File: src/rtl/vga_timing_pkg.sv
// Shared VGA raster constants, widths and small timing helpers for the
// scan controller and its counters.
package vga_timing_pkg;

    localparam int CNT_W   = 10;
    localparam int X_W     = 10;
    localparam int Y_W     = 9;
    localparam int COLOR_W = 8;

    localparam int DEF_CLK_DIV  = 2;
    localparam int DEF_H_ACTIVE = 640;
    localparam int DEF_H_FP     = 16;
    localparam int DEF_H_SYNC   = 96;
    localparam int DEF_H_BP     = 48;
    localparam int DEF_V_ACTIVE = 480;
    localparam int DEF_V_FP     = 10;
    localparam int DEF_V_SYNC   = 2;
    localparam int DEF_V_BP     = 33;

    typedef logic [COLOR_W-1:0] color_t;

    // Timing flags that travel one pixel behind the coordinate they describe.
    typedef struct packed {
        logic hs;
        logic vs;
        logic vis;
    } sync_t;

    function automatic int scan_total(input int active, input int fp, input int sync, input int bp);
        return active + fp + sync + bp;
    endfunction

    localparam int DEF_H_TOTAL = scan_total(DEF_H_ACTIVE, DEF_H_FP, DEF_H_SYNC, DEF_H_BP);
    localparam int DEF_V_TOTAL = scan_total(DEF_V_ACTIVE, DEF_V_FP, DEF_V_SYNC, DEF_V_BP);

    function automatic logic in_pulse(input logic [CNT_W-1:0] cnt, input int start, input int width);
        return (int'(cnt) >= start) && (int'(cnt) < start + width);
    endfunction

endpackage

File: src/rtl/scan_counter.sv
// Modulo-N up-counter with enable; exposes the registered count, its next
// value and a combinational wrap flag for chaining.
module scan_counter
    import vga_timing_pkg::*;
#(
    parameter int N = DEF_H_TOTAL
) (
    input  logic             clk,
    input  logic             rst_n,
    input  logic             en_i,
    output logic [CNT_W-1:0] count_o,
    output logic [CNT_W-1:0] next_o,
    output logic             wrap_o
);

    logic [CNT_W-1:0] count_q, count_d;

    always_comb begin
        wrap_o  = en_i && (count_q == CNT_W'(N - 1));
        count_d = count_q;
        if (wrap_o) begin
            count_d = '0;
        end else if (en_i) begin
            count_d = count_q + 1'b1;
        end
    end

    always_ff @(posedge clk or negedge rst_n) begin
        if (!rst_n) begin
            count_q <= '0;
        end else begin
            count_q <= count_d;
        end
    end

    assign count_o = count_q;
    assign next_o  = count_d;

endmodule

File: src/rtl/vga_scan_ctrl.sv
// VGA raster timing master: drives scan coordinates to the sprite logic and
// returns their colour to the DAC pins with matching sync and blanking.
module vga_scan_ctrl
    import vga_timing_pkg::*;
#(
    parameter int CLK_DIV  = DEF_CLK_DIV,
    parameter int H_ACTIVE = DEF_H_ACTIVE,
    parameter int H_FP     = DEF_H_FP,
    parameter int H_SYNC   = DEF_H_SYNC,
    parameter int H_BP     = DEF_H_BP,
    parameter int V_ACTIVE = DEF_V_ACTIVE,
    parameter int V_FP     = DEF_V_FP,
    parameter int V_SYNC   = DEF_V_SYNC,
    parameter int V_BP     = DEF_V_BP
) (
    input  logic               clk,
    input  logic               rst,
    output logic [X_W-1:0]     x,
    output logic [Y_W-1:0]     y,
    input  logic [COLOR_W-1:0] r,
    input  logic [COLOR_W-1:0] g,
    input  logic [COLOR_W-1:0] b,
    output logic [COLOR_W-1:0] vga_r,
    output logic [COLOR_W-1:0] vga_g,
    output logic [COLOR_W-1:0] vga_b,
    output logic               vga_hs,
    output logic               vga_vs,
    output logic               vga_blank_n,
    output logic               vga_sync_n,
    output logic               frame_start
);

    localparam int H_TOTAL  = scan_total(H_ACTIVE, H_FP, H_SYNC, H_BP);
    localparam int V_TOTAL  = scan_total(V_ACTIVE, V_FP, V_SYNC, V_BP);
    localparam int DIV_W    = $clog2(CLK_DIV);
    localparam int HS_START = H_ACTIVE + H_FP;
    localparam int VS_START = V_ACTIVE + V_FP;
    // Flags describing pixel (0,0), which is what x/y present out of reset.
    localparam sync_t DLY_RST = '{hs: (HS_START != 0), vs: (VS_START != 0), vis: 1'b1};

    logic [DIV_W-1:0] div_cnt_q, div_cnt_d;
    logic             pix_en;
    logic [CNT_W-1:0] h_count, h_next, v_count, v_next;
    logic             h_wrap, v_wrap;
    logic [X_W-1:0]   x_q, x_d;
    logic [Y_W-1:0]   y_q, y_d;
    sync_t            dly_q, dly_d;
    color_t           vga_r_q, vga_g_q, vga_b_q;
    logic             vga_hs_q, vga_vs_q, vga_blank_q;
    logic             frame_start_q, frame_start_d;

    always_comb begin
        pix_en    = (div_cnt_q == DIV_W'(CLK_DIV - 1));
        div_cnt_d = pix_en ? '0 : div_cnt_q + 1'b1;
    end

    scan_counter #(.N(H_TOTAL)) u_h_cnt (
        .clk     (clk),
        .rst_n   (rst),
        .en_i    (pix_en),
        .count_o (h_count),
        .next_o  (h_next),
        .wrap_o  (h_wrap)
    );

    scan_counter #(.N(V_TOTAL)) u_v_cnt (
        .clk     (clk),
        .rst_n   (rst),
        .en_i    (h_wrap),
        .count_o (v_count),
        .next_o  (v_next),
        .wrap_o  (v_wrap)
    );

    // Coordinates and their flags come from the counters' next state so they
    // land in the same edge as the counters themselves.
    always_comb begin
        dly_d.vis     = (int'(h_next) < H_ACTIVE) && (int'(v_next) < V_ACTIVE);
        dly_d.hs      = !in_pulse(h_next, HS_START, H_SYNC);
        dly_d.vs      = !in_pulse(v_next, VS_START, V_SYNC);
        x_d           = dly_d.vis ? h_next : '0;
        y_d           = dly_d.vis ? v_next[Y_W-1:0] : '0;
        frame_start_d = pix_en && (h_count == CNT_W'(H_TOTAL - 1))
                        && (v_count == CNT_W'(V_ACTIVE - 1)) && !v_wrap;
    end

    always_ff @(posedge clk or negedge rst) begin
        if (!rst) begin
            div_cnt_q     <= '0;
            x_q           <= '0;
            y_q           <= '0;
            dly_q         <= DLY_RST;
            vga_r_q       <= '0;
            vga_g_q       <= '0;
            vga_b_q       <= '0;
            vga_hs_q      <= 1'b1;
            vga_vs_q      <= 1'b1;
            vga_blank_q   <= 1'b0;
            frame_start_q <= 1'b0;
        end else begin
            div_cnt_q     <= div_cnt_d;
            frame_start_q <= frame_start_d;
            if (pix_en) begin
                x_q         <= x_d;
                y_q         <= y_d;
                dly_q       <= dly_d;
                vga_hs_q    <= dly_q.hs;
                vga_vs_q    <= dly_q.vs;
                vga_blank_q <= dly_q.vis;
                vga_r_q     <= dly_q.vis ? r : '0;
                vga_g_q     <= dly_q.vis ? g : '0;
                vga_b_q     <= dly_q.vis ? b : '0;
            end
        end
    end

    assign x           = x_q;
    assign y           = y_q;
    assign vga_r       = vga_r_q;
    assign vga_g       = vga_g_q;
    assign vga_b       = vga_b_q;
    assign vga_hs      = vga_hs_q;
    assign vga_vs      = vga_vs_q;
    assign vga_blank_n = vga_blank_q;
    assign vga_sync_n  = 1'b0;
    assign frame_start = frame_start_q;

endmodule

File: config.mk
export PLATFORM = sky130hd
export DESIGN_NAME = vga_scan_ctrl
export DESIGN_NICKNAME = d
export VERILOG_FILES = /design/src/rtl/vga_timing_pkg.sv /design/src/rtl/scan_counter.sv /design/src/rtl/vga_scan_ctrl.sv
export SDC_FILE = /design/constraint.sdc
export NUM_CORES = 1
export LEC_CHECK = 0
export BUFFER_PORTS_ARGS = -buffer_cell sky130_fd_sc_hd__buf_2
export CAP_MARGIN = 20
export CORE_ASPECT_RATIO = 0.75
export CORE_MARGIN = 8
export CORE_UTILIZATION = 34
export CTS_CLUSTER_DIAMETER = 50
export DETAILED_ROUTE_END_ITERATION = 10
export GPL_TIMING_DRIVEN = 0
export PLACE_DENSITY = 0.52
export SYNTH_ARGS = -nofsm -noshare
export SYNTH_HDL_FRONTEND = slang
export SYNTH_HIERARCHICAL = 1
export SYNTH_SLANG_ARGS = --single-unit
File: constraint.sdc
create_clock -name clk -period 7.7 [get_ports clk]
set_input_delay 1.155 -clock clk [delete_from_list [all_inputs] [get_ports clk]]
set_output_delay 1.155 -clock clk [all_outputs]
set_load 0.05 [all_outputs]
==> results of run 1 <==
-- routing by layer --
metal / track usage / vias to the layer above / wire [um]
met3: 0.0386 / 8 / 256
met1: 0.169 / 1167 / 3680
met4: 0.0476 / 0 / 98
li1: - / 1135 / -
met2: 0.184 / 41 / 3510
met5: 0 / - / 0
-- worst max path at each step --
stage | to | slack [ps] | cells after the start
3_5_place_dp | x[2] | 4530 | 12
5_1_grt | x[4] | 4300 | 12
2_1_floorplan | x[0] | 5060 | 12
4_1_cts | x[3] | 4500 | 12
6_report | x[6] | 4540 | 12
3_3_place_gp | x[4] | 4530 | 12
-- power by group through the flow --
| stage | logic [mW] | clock network [mW] | registers, mW |
|---|---|---|---|
| after floorplan | 0.00808 | 0 | 0.413 |
| after CTS | 0.0557 | 0.402 | 0.383 |
| final | 0.0542 | 0.389 | 0.383 |
| after global routing | 0.0591 | 0.415 | 0.384 |
| after global placement | 0.0533 | 0 | 0.390 |
| after detailed placement | 0.0557 | 0 | 0.390 |
-- kinds of logic (layout without fill, tap and decap cells) --
family,after synthesis,in the layout
DFF,71,71
other,1,1
AOI/OAI and AO/OA,57,57
muxes,4,4
adders and majority gates,3,3
and+or+nand+nor,80,80
xor gates and xnor gates,14,14
buffers and inverters,41,130
-- synthesized netlist by cell type, types with 2 or more instances --
master / number / area share
dfrtp_1: 66 / 0.54
inv_1: 24 / 0.029
a22o_1: 21 / 0.060
nand3_1: 21 / 0.034
o21ai_0: 21 / 0.034
nor2_1: 12 / 0.015
nand2_1: 10 / 0.012
nand4_1: 9 / 0.018
xor2_1: 8 / 0.023
clkbuf_1: 6 / 0.0074
xnor2_1: 6 / 0.017
dfstp_2: 5 / 0.043
buf_2: 4 / 0.0065
and4_1: 3 / 0.0086
buf_1: 3 / 0.0037
ha_1: 3 / 0.012
nand4b_1: 3 / 0.0086
a21o_1: 2 / 0.0049
a21oi_1: 2 / 0.0033
a21oi_2: 2 / 0.0057
and3_1: 2 / 0.0041
buf_4: 2 / 0.0049
mux2_2: 2 / 0.0074
mux2i_1: 2 / 0.0065
nand4_2: 2 / 0.0082
nor4_1: 2 / 0.0041
nor4b_1: 2 / 0.0057
o31ai_1: 2 / 0.0049
o32ai_1: 2 / 0.0057
or3_1: 2 / 0.0041
or4_4: 2 / 0.0074
-- registers in the layout, summed over array words and instances (netlist names) --
signal and flops:
y 9, x 10, vga_blank_n 1, vga_b 8, div_cnt_q 1, vga_g 8, u_h_cnt/count_o 10, vga_hs 1
vga_vs 1, vga_r 8, dly_q 3, frame_start 1, u_v_cnt/count_o 10
-- per-stage QoR --
stage,cells,utilization
final,472,0.436
after global routing,472,0.436
after CTS,472,0.436
after detailed placement,456,0.404
after global placement,455,0.401
after floorplan,271,-
-- final cells by class --
| class | count | share of cell area |
|---|---|---|
| Timing Repair Buffer | 73 | 0.101 |
| Clock inverter | 6 | 0.0116 |
| Sequential cell | 71 | 0.460 |
| Inverter | 25 | 0.0242 |
| Clock buffer | 10 | 0.0616 |
| Multi-Input combinational cell | 159 | 0.285 |
| Buffer | 16 | 0.0207 |
| Tap cell | 112 | 0.0361 |
==> impl_results.md, run 1 <==
* Std-Cell Rows at 30
* Port Buffer Count at 72
* Maximum net fanout on the critical path at 10
* Number of DRC violations after detailed routing at 0
* Category of the critical setup timing path: reg -> reg
* CTS H-tree depth at 3
* Overall power of the completed layout at 0.827 mW
* Number of antenna violations at the first check in global routing at 0
* TritonCTS clock tree: built
* Multiplexer share of the synthesized area at 0.0139
* Post-Synth XOR/XNOR Area at 0.0400
* DIE WIDTH at 126 um
* Setup slack of the worst register-to-register path at around 4500 ps
* Multi-input gate area in the final layout at roughly 1100 um^2
* Sequential cell area fraction in the yosys report at 0.582
* Fillers at around 850
* I/O Pins at 74
* Most common cell after layout, fill and taps aside: buf_2
* Startpoint Class: flop
* Average vias per placed instance at 4.98
* Routed WL per cell at 16.0 um
* Slew @ Worst Pin at 587 ps
* Area enclosed by the die boundary at 12300 um^2
* Required time at the endpoint of the critical path at 7960 ps
* Tmin final at 3160 ps
* CP Buf/Inv Count at 4
* Power density relative to cell area at 213 nW/um^2
* DP Area at 3590 um^2
* Starting utilization of the core area at 0.344
* Worst hold endpoint: vga_blank_n
* Crit Reg-Reg Endpoint: x[6]
* Count of hold-fix buffers inserted at cts at 0
* Violation count after the first detailed-routing iteration at 98
* Number of instances on the worst hold path at 1
* Number of flops mapped to enable cells by yosys at 0
* Final hold violation count at 0
* Sequential standard cell area at 1780 um^2
* Worst reg-to-reg path cell count at 12
* Non-Filler Cell Area, Final at approximately 3900 um^2
* Cell at the slowest stage of the critical path: nor4b_4
* Post-synthesis cell area at around 3100 um^2
* Clock tree skew after final layout at 5.86 ps
* Number of nets with antenna violations after routing at 0
* Cells traversed along the worst timing path: buf_4, and4_2, and4_1, buf_2, buf_2, and3_1, nand4_1, xnor2_1, and4_1, nor4b_4, buf_6, a22o_1
* Highest achievable clock rate at between 0.3 and 0.4 GHz
* GRT Residual Overflow at 0
* Avg Cell Area, Syn at 11.3 um^2
* Cell-internal power at 0.622 mW
* Syn_nets at 300
* Post-Synth Simple-Gate Area at 0.161
* Switching portion of total power at 0.247
* Compound-gate portion of the synthesized area at 0.133
* Reg2Reg Launch Point: div_cnt_q
* Final Wtd Congestion at 0.818
* Longest individual stage delay on the worst path at 540 ps
* Max-slew violation count at 0
* Clock-pin slew reported for the worst setup and hold paths after clock tree synthesis at around 60 ps
* Post-CTS setup repair buffer count at 0
* Clock tree buffer depth at 2
* Worst hold path type: reg -> reg
* Tcrit/Tclk final at 0.411
* Hold WS at 502 ps
* Fraction of the mapped netlist area in adder cells at 0.0123
* Largest family of logic cells by synthesized area: simple AND/OR/NAND/NOR gates
* Post-placement setup slack at 4530 ps
* Total of warnings raised by yosys at 6
* Pin count of the biggest net entering global routing at 48
* Later-pin clock latency in the skew report at around 330 ps
* Final setup viols at 0
* Cell leakage power at 1.96 nW
* Register share of total power at 0.463
* Number of vias in the routed layout at 2351
* Fraction of layout instances using a drive strength above 1 at 0.314
* Aggregate negative setup slack at 0 ps
* Crit. End Element: flop
* Clk root buf: clkbuf_16
* Max_cap viols at 0
* Cell family with the largest share of critical-path delay: simple AND/OR/NAND/NOR gates
* Post-Synthesis Cells at 271
* Overall track demand over capacity in global routing at 0.125
* Switching power at 0.204 mW
* Area Growth Syn to Fin at 26.6%
* Top library cells by usage in the layout, fill and taps aside: buf_2, dfrtp_1, inv_1
* Final Net Count at 384
* Combinational share of power at 0.066
* Setup repair after global routing missed its margin: no
* Max IR drop VDD at 0.110 mV
* Flip-flop and latch count after synthesis at 71
* Source of the critical timing path: div_cnt_q
* Outcome: finished clean
* Count of unique library cells instantiated by Yosys at 49
* CORE AREA at just under 9000 um^2
* Number of global-route vias before repair at between 2000 and 2500
* Wire length of the first global-routing pass at 12500 um
* Final wirelength at 7540 um
* Final critical-path setup slack at ~4500 ps
* Number of sinks on the clock net at 71
* Sum of net half-perimeters after detailed placement at 5440 um
* Number of cells upsized or downsized after cts at 0
* Critical path data arrival time at 3420 ps
* Worst hold path startpoint: vga_blank_n
* CTS buffer count at 9
* Max transition margin at 0.607
* Main flop type after synthesis: dfrtp_1
* Ant. Diodes at 0
* Part of the total power dissipated in the clock network at 0.471
* Die height at 98.2 um
* Share of async-settable or async-resettable flops after synthesis at 1.00
* First-pass iteration count of the detailed router at 4
No activity file was read; power rests on OpenSTA's default activity.
==> run 2, diff against run 1 <==
Clock period 7.7 ns to 3 ns, I/O delays scaled along.
==> run 2 against run 1 <==
- utilization grew 0.15 points
- fmax grew 12%
- register-to-register slack got worse by 4400 ps
==> impl_results.md, run 2 (synthesis gave the netlist of run 1 again) <==
* Die height at 98.2 um (unchanged)
* Area enclosed by the die boundary at 12300 um^2 (unchanged)
* Startpoint Class: flop (unchanged)
* Aggregate negative setup slack at 0 ps (unchanged)
* Max IR drop VDD at 0.284 mV (was 0.110 mV)
* Area Growth Syn to Fin at 27.0% (was 26.6%)
* Top library cells by usage in the layout, fill and taps aside: buf_2, dfrtp_1, inv_1 (unchanged)
* CTS buffer count at 9 (unchanged)
* Later-pin clock latency in the skew report at 330 ps (about the same)
* Sequential standard cell area at 1780 um^2 (unchanged)
* Critical path's most frequent cell: buf_4
* CTS H-tree depth at 3 (unchanged)
* Average vias per placed instance at 4.96 (was 4.98)
* Ant. Diodes at 0 (unchanged)
* Final hold violation count at 0 (unchanged)
* Final setup viols at 0 (unchanged)
* Sum of net half-perimeters after detailed placement at 5440 um (unchanged)
* Longest individual stage delay on the worst path at 510 ps (was 540 ps)
* Outcome: finished clean (unchanged)
* Cell at the slowest stage of the critical path: or4_4 (was nor4b_4)
* Routed WL per cell at 16.1 um (was 16.0 um)
* Category of the critical setup timing path: reg -> reg (unchanged)
* Max_cap viols at 0 (unchanged)
* Clock-pin slew reported for the worst setup and hold paths after clock tree synthesis at 60 ps (about the same)
* Number of DRC violations after detailed routing at 0 (unchanged)
* Cell leakage power at 1.96 nW (about the same)
* Number of antenna violations at the first check in global routing at 0 (unchanged)
* Tmin final at 2840 ps (was 3160 ps)
* Cells traversed along the worst timing path: buf_4, and4_2, and4_1, clkbuf_4, nand4_1, or4_4, a21oi_2, nor4b_4, buf_4, a22o_1 (was buf_4, and4_2, and4_1, buf_2, buf_2, and3_1, nand4_1, xnor2_1, and4_1, nor4b_4, buf_6, a22o_1)
* GRT Residual Overflow at 0 (unchanged)
* DP Area at 3590 um^2 (unchanged)
* Non-Filler Cell Area, Final at 3890 um^2 (was 3880 um^2)
* Worst hold path type: in -> async (was reg -> reg)
* Most common cell after layout, fill and taps aside: buf_2 (unchanged)
* Wire length of the first global-routing pass at 12500 um (unchanged)
* Tcrit/Tclk final at 0.945 (was 0.411)
* Clock tree buffer depth at 2 (unchanged)
* Required time at the endpoint of the critical path at 3210 ps (was 7960 ps)
* Violation count after the first detailed-routing iteration at 77 (was 98)
* Number of instances in the placed design at 456 (unchanged)
* TritonCTS clock tree: built (unchanged)
* Starting utilization of the core area at 0.344 (unchanged)
* I/O Pins at 74 (unchanged)
* Port Buffer Count at 72 (unchanged)
* Clk root buf: clkbuf_16 (unchanged)
* Crit. End Element: flop (unchanged)
* Fillers at 856 (was 852)
* Count of hold-fix buffers inserted at cts at 0 (unchanged)
* Pin count of the biggest net entering global routing at 48 (unchanged)
* DIE WIDTH at 126 um (unchanged)
* Number of global-route vias before repair at 2427 (was 2428)
* CORE AREA at 8900 um^2 (unchanged)
* Critical path data arrival time at 3050 ps (was 3420 ps)
* Cell Count, Final, Fillers Out at 472 (unchanged)
* Maximum net fanout on the critical path at 13 (was 10)
* Power density relative to cell area at 545 nW/um^2 (was 213 nW/um^2)
* Max-slew violation count at 0 (unchanged)
* Final wirelength at 7590 um (was 7540 um)
* Number of vias in the routed layout at 2342 (was 2351)
* Final Net Count at 384 (unchanged)
* Overall track demand over capacity in global routing at 0.125 (unchanged)
* Std-Cell Rows at 30 (unchanged)
* Fraction of layout instances using a drive strength above 1 at 0.319 (was 0.314)
* Final Wtd Congestion at 0.818 (unchanged)
* Multi-input gate area in the final layout at 1110 um^2 (about the same)
* First-pass iteration count of the detailed router at 4 (unchanged)
* Number of nets with antenna violations after routing at 0 (unchanged)
* Clock tree skew after final layout at 5.92 ps (was 5.86 ps)
* Highest achievable clock rate at 0.353 GHz (was 0.316 GHz)
* Number of sinks on the clock net at 71 (unchanged)
run 2: cell count changes in the layout (fill, tap and decap cells not counted), sizes merged:
cell    delta
buf        -1
clkbuf     +1
run 2: final cells by class:
cell class,count,area share
Sequential cell,71,0.458
Multi-Input combinational cell,159,0.286
Clock inverter,6,0.0116
Clock buffer,10,0.0614
Inverter,25,0.0241
Buffer,15,0.0206
Timing Repair Buffer,74,0.102
Tap cell,112,0.0360
run 2: metal layers:
metal	up-vias	global-route usage	share of wire
met5	-	0	0
met4	0	0.0476	0.014
met3	9	0.0386	0.036
met2	45	0.183	0.46
met1	1155	0.169	0.49
li1	1133	-	-
run 2: repair_timing:
| item | in CTS | in global routing |
|---|---|---|
| pin swaps | 1 | 0 |
| setup endpoints to repair | 18 | 21 |
| buffers inserted | 1 | 0 |
| resized for setup | 0 | 4 |
| gates cloned | 0 | 0 |
run 2: report_power, final:
| group | leakage [nW] | internal [mW] | switching (mW) |
|---|---|---|---|
| Clock | 0.131 | 0.584 | 0.414 |
| Combinational | 0.934 | 0.0378 | 0.102 |
| Sequential | 0.890 | 0.975 | 0.00847 |
| Total | 1.96 | 1.60 | 0.524 |
run 2: path summary, 6_finish.rpt:
kind | cells past startpoint | slack (ps) | startpoint | end
worst max-delay path | 10 | 160 | div_cnt_q | y[1]
worst min-delay path | 1 | 30 | rst | y[4]
worst max register to register | 10 | 160 | div_cnt_q | y[1]
worst min register to register | 1 | 500 | vga_blank_n | vga_blank_n
max in group asynchronous | 2 | 2380 | rst | dly_q[2]
min in group clk | 2 | 330 | r[2] | vga_r[2]
run 2: critical path: cells and delay by family (launching register included):
kind	cells	cell delay, ps
AOI/OAI and AO/OA	2	490
buffers and inverters	3	610
DFF	1	410
and+or+nand+nor	5	1220
run 2: per-stage QoR:
step	utilization	total power [mW]	worst slack, ps	hold WS [ps]
3_5_place_dp	0.404	1.14	-170	384
3_3_place_gp	0.401	1.14	-175	461
4_1_cts	0.437	2.16	4.72	32.8
2_1_floorplan	-	1.08	358	154
5_1_grt	0.437	2.20	-24.7	44.1
6_report	0.437	2.12	164	26.4
==> run 3, diff against run 2 <==
Settings changed: BUFFER_PORTS_ARGS -buffer_cell sky130_fd_sc_hd__buf_2 to not set, DONT_BUFFER_PORTS set to 1, PLACE_DENSITY 0.52 to 0.45, RECOVER_POWER set to 100.
==> run 3 against run 2 <==
- the run now ends with capacitance limit, slew limit left
- critical path depth did not move
- sequential share of layout area is 4.5 points higher
- flip-flop and latch count unchanged
- first-iteration DRC count grew 74%
- die area did not move
- setup slack gained 53 ps
- wire length down 2.0%
- total power grew 7.4%
- worst hold slack improved by 230 ps
- via count decreased by 11%
- non-clock buffer count fell by 71
- global-route usage about the same
- highest routed layer unchanged
==> impl_results.md, run 3 (synthesis gave the netlist of run 1 again) <==
* DP Area at 3200 um^2 (was 3590 um^2)
* Pin count of the biggest net entering global routing at 72 (was 48)
* Reg2Reg Launch Point: div_cnt_q (unchanged)
* Number of global-route vias before repair at 2133 (was 2427)
* Number of sinks on the clock net at 71 (unchanged)
* CTS buffer count at 9 (unchanged)
* Category of the critical setup timing path: reg -> reg (unchanged)
* Area Growth Syn to Fin at 15.8% (was 27.0%)
* DIE WIDTH at 126 um (unchanged)
* Clk root buf: clkbuf_16 (unchanged)
* Sum of net half-perimeters after detailed placement at 5220 um (was 5440 um)
* Final wirelength at 7440 um (was 7590 um)
* Area enclosed by the die boundary at 12300 um^2 (unchanged)
* Max-slew violation count at 72 (was 0)
* Final hold violation count at 0 (unchanged)
* Worst reg-to-reg path cell count at 10 (unchanged)
* Hold WS at 256 ps (was 26.4 ps)
* Maximum net fanout on the critical path at 13 (unchanged)
* Required time at the endpoint of the critical path at 3230 ps (was 3210 ps)
* Worst hold path type: in -> reg (was in -> async)
* Power density relative to cell area at 642 nW/um^2 (was 545 nW/um^2)
* Routed WL per cell at 18.6 um (was 16.1 um)
* Tmin final at 2780 ps (was 2840 ps)
* Setup slack of the worst register-to-register path at 220 ps (was 160 ps)
* First-pass iteration count of the detailed router at 4 (unchanged)
* Max transition margin at -0.157
* Clock tree buffer depth at 2 (unchanged)
* Clock tree skew after final layout at 6.64 ps (was 5.92 ps)
* Cell at the slowest stage of the critical path: or3_1 (was or4_4)
* Clock-pin slew reported for the worst setup and hold paths after clock tree synthesis at 60 ps (about the same)
* Slew @ Worst Pin at ~1700 ps
* I/O Pins at 74 (unchanged)
* Later-pin clock latency in the skew report at 320 ps (was 330 ps)
* Critical path depth at 10 (unchanged)
* Std-Cell Rows at 30 (unchanged)
* CP Buf/Inv Count at 3 (unchanged)
* Outcome: finished, violations left (was finished clean)
* Top library cells by usage in the layout, fill and taps aside: dfrtp_1, inv_1, nand3_1, o21ai_0, a22o_1 (was buf_2, dfrtp_1, inv_1)
* Overall track demand over capacity in global routing at 0.125 (about the same)
* Highest achievable clock rate at 0.359 GHz (was 0.353 GHz)
* Max_cap viols at 1 (was 0)
* Longest individual stage delay on the worst path at 480 ps (was 510 ps)
* Non-Filler Cell Area, Final at 3550 um^2 (was 3890 um^2)
* Ant. Diodes at 0 (unchanged)
* Violations in the final reports: capacitance limit, slew limit
* Starting utilization of the core area at 0.344 (unchanged)
* Final Net Count at 313 (was 384)
* Cell family with the largest share of critical-path delay: simple AND/OR/NAND/NOR gates (unchanged)
* Violation count after the first detailed-routing iteration at 134 (was 77)
* Source of the critical timing path: div_cnt_q (unchanged)
* Final Wtd Congestion at 0.746 (was 0.818)
* CORE AREA at 8900 um^2 (unchanged)
* Cell leakage power at 1.68 nW (was 1.96 nW)
* Average vias per placed instance at 5.20 (was 4.96)
* Number of nets with antenna violations after routing at 0 (unchanged)
* Cells traversed along the worst timing path: buf_4, and4_2, and4_1, buf_4, nand4_1, nor4bb_1, buf_2, a21oi_2, or3_1, o32ai_1 (was buf_4, and4_2, and4_1, clkbuf_4, nand4_1, or4_4, a21oi_2, nor4b_4, buf_4, a22o_1)
* Startpoint Class: flop (unchanged)
* CTS H-tree depth at 3 (unchanged)
* Max IR drop VDD at 0.276 mV (was 0.284 mV)
* Number of antenna violations at the first check in global routing at 0 (unchanged)
* Final setup viols at 0 (unchanged)
* Tcrit/Tclk final at 0.928 (was 0.945)
* Timing endpoint of the critical path: x[9] (was y[1])
* Number of DRC violations after detailed routing at 0 (unchanged)
* Overall power of the completed layout at 2.28 mW (was 2.12 mW)
* Most common cell after layout, fill and taps aside: dfrtp_1 (was buf_2)
* Fraction of layout instances using a drive strength above 1 at 0.118 (was 0.319)
* Crit. End Element: flop (unchanged)
* Setup repair after global routing missed its margin: no
* Wire length of the first global-routing pass at 12100 um (was 12500 um)
* Port Buffer Count at 0 (was 72)
* GRT Residual Overflow at 0 (unchanged)
* Critical path data arrival time at 3010 ps (was 3050 ps)
* Number of vias in the routed layout at 2087 (was 2342)
* TritonCTS clock tree: built (unchanged)
* Die height at 98.2 um (unchanged)
* Critical path's most frequent cell: buf_4 (unchanged)
* Crit Reg-Reg Endpoint: x[9] (was y[1])
run 3: cell types whose count changed in the layout (fill, tap and decap cells not counted), moves of 3 or more:
| cell | delta |
|---|---|
| buf_1 | -3 |
| buf_2 | -71 |
| clkbuf_1 | +4 |
| dfstp_1 | +3 |
| dfstp_2 | -3 |
run 3: final cells by class:
type	instances	area, um^2
Clock inverter	4	76.3
Buffer	15	76.3
Sequential cell	71	1780
Fill cell	878	5350
Timing Repair Buffer	3	20.0
Inverter	25	93.8
Multi-Input combinational cell	159	1090
Clock buffer	12	267
Tap cell	112	140
run 3: report_power, final:
group	internal, mW	total, mW	switching (mW)	leakage, nW
logic	0.0121	0.0417	0.0295	0.625
registers	0.974	1.05	0.0723	0.886
clock network	0.797	1.19	0.394	0.165
total	1.78	2.28	0.495	1.68
run 3: worst min-delay path by stage:
stage / from / to / slack, ps / cells past startpoint
6_report: r[2] / vga_r[2] / 260 / 1
5_1_grt: r[2] / vga_r[2] / 240 / 1
4_1_cts: rst / u_v_cnt/count_o[0] / 20 / 1
3_5_place_dp: rst / y[0] / 160 / 0
3_3_place_gp: rst / y[0] / 160 / 0
2_1_floorplan: rst / div_cnt_q / 150 / 0
run 3: metal layers:
metal	track usage	wire length [um]	vias to the layer above
li1	-	-	985
met1	0.169	3690	1058
met2	0.177	3250	39
met3	0.0512	437	5
met4	0.0364	62	0
met5	0	0	-
run 3: worst reg2reg max path: stages, from the launching register on:
cell	delay [ps]
dfrtp_1	400
buf_4	180
and4_2	260
and4_1	190
buf_4	200
nand4_1	120
nor4bb_1	260
buf_2	220
a21oi_2	90
or3_1	480
o32ai_1	290
run 3: per-stage QoR:
step / instances / setup TNS [ps] / util / worst slack, ps
after CTS: 402 / 0 / 0.403 / 9.47
after floorplan: 271 / 0 / - / 358
after detailed placement: 383 / -1920 / 0.360 / -183
after global routing: 401 / 0 / 0.399 / 63.7
after global placement: 383 / -1940 / 0.360 / -185
final: 401 / 0 / 0.399 / 216
run 3: repair_timing:
action                                  in CTS  in global routing
buffers inserted                             2                  0
gates cloned                                 0                  0
hold endpoints to repair                    71                  0
endpoints found under the setup margin      17                 20
gates resized for setup                      0                  2
pin swaps                                    1                  0
hold buffers                                 1                  0
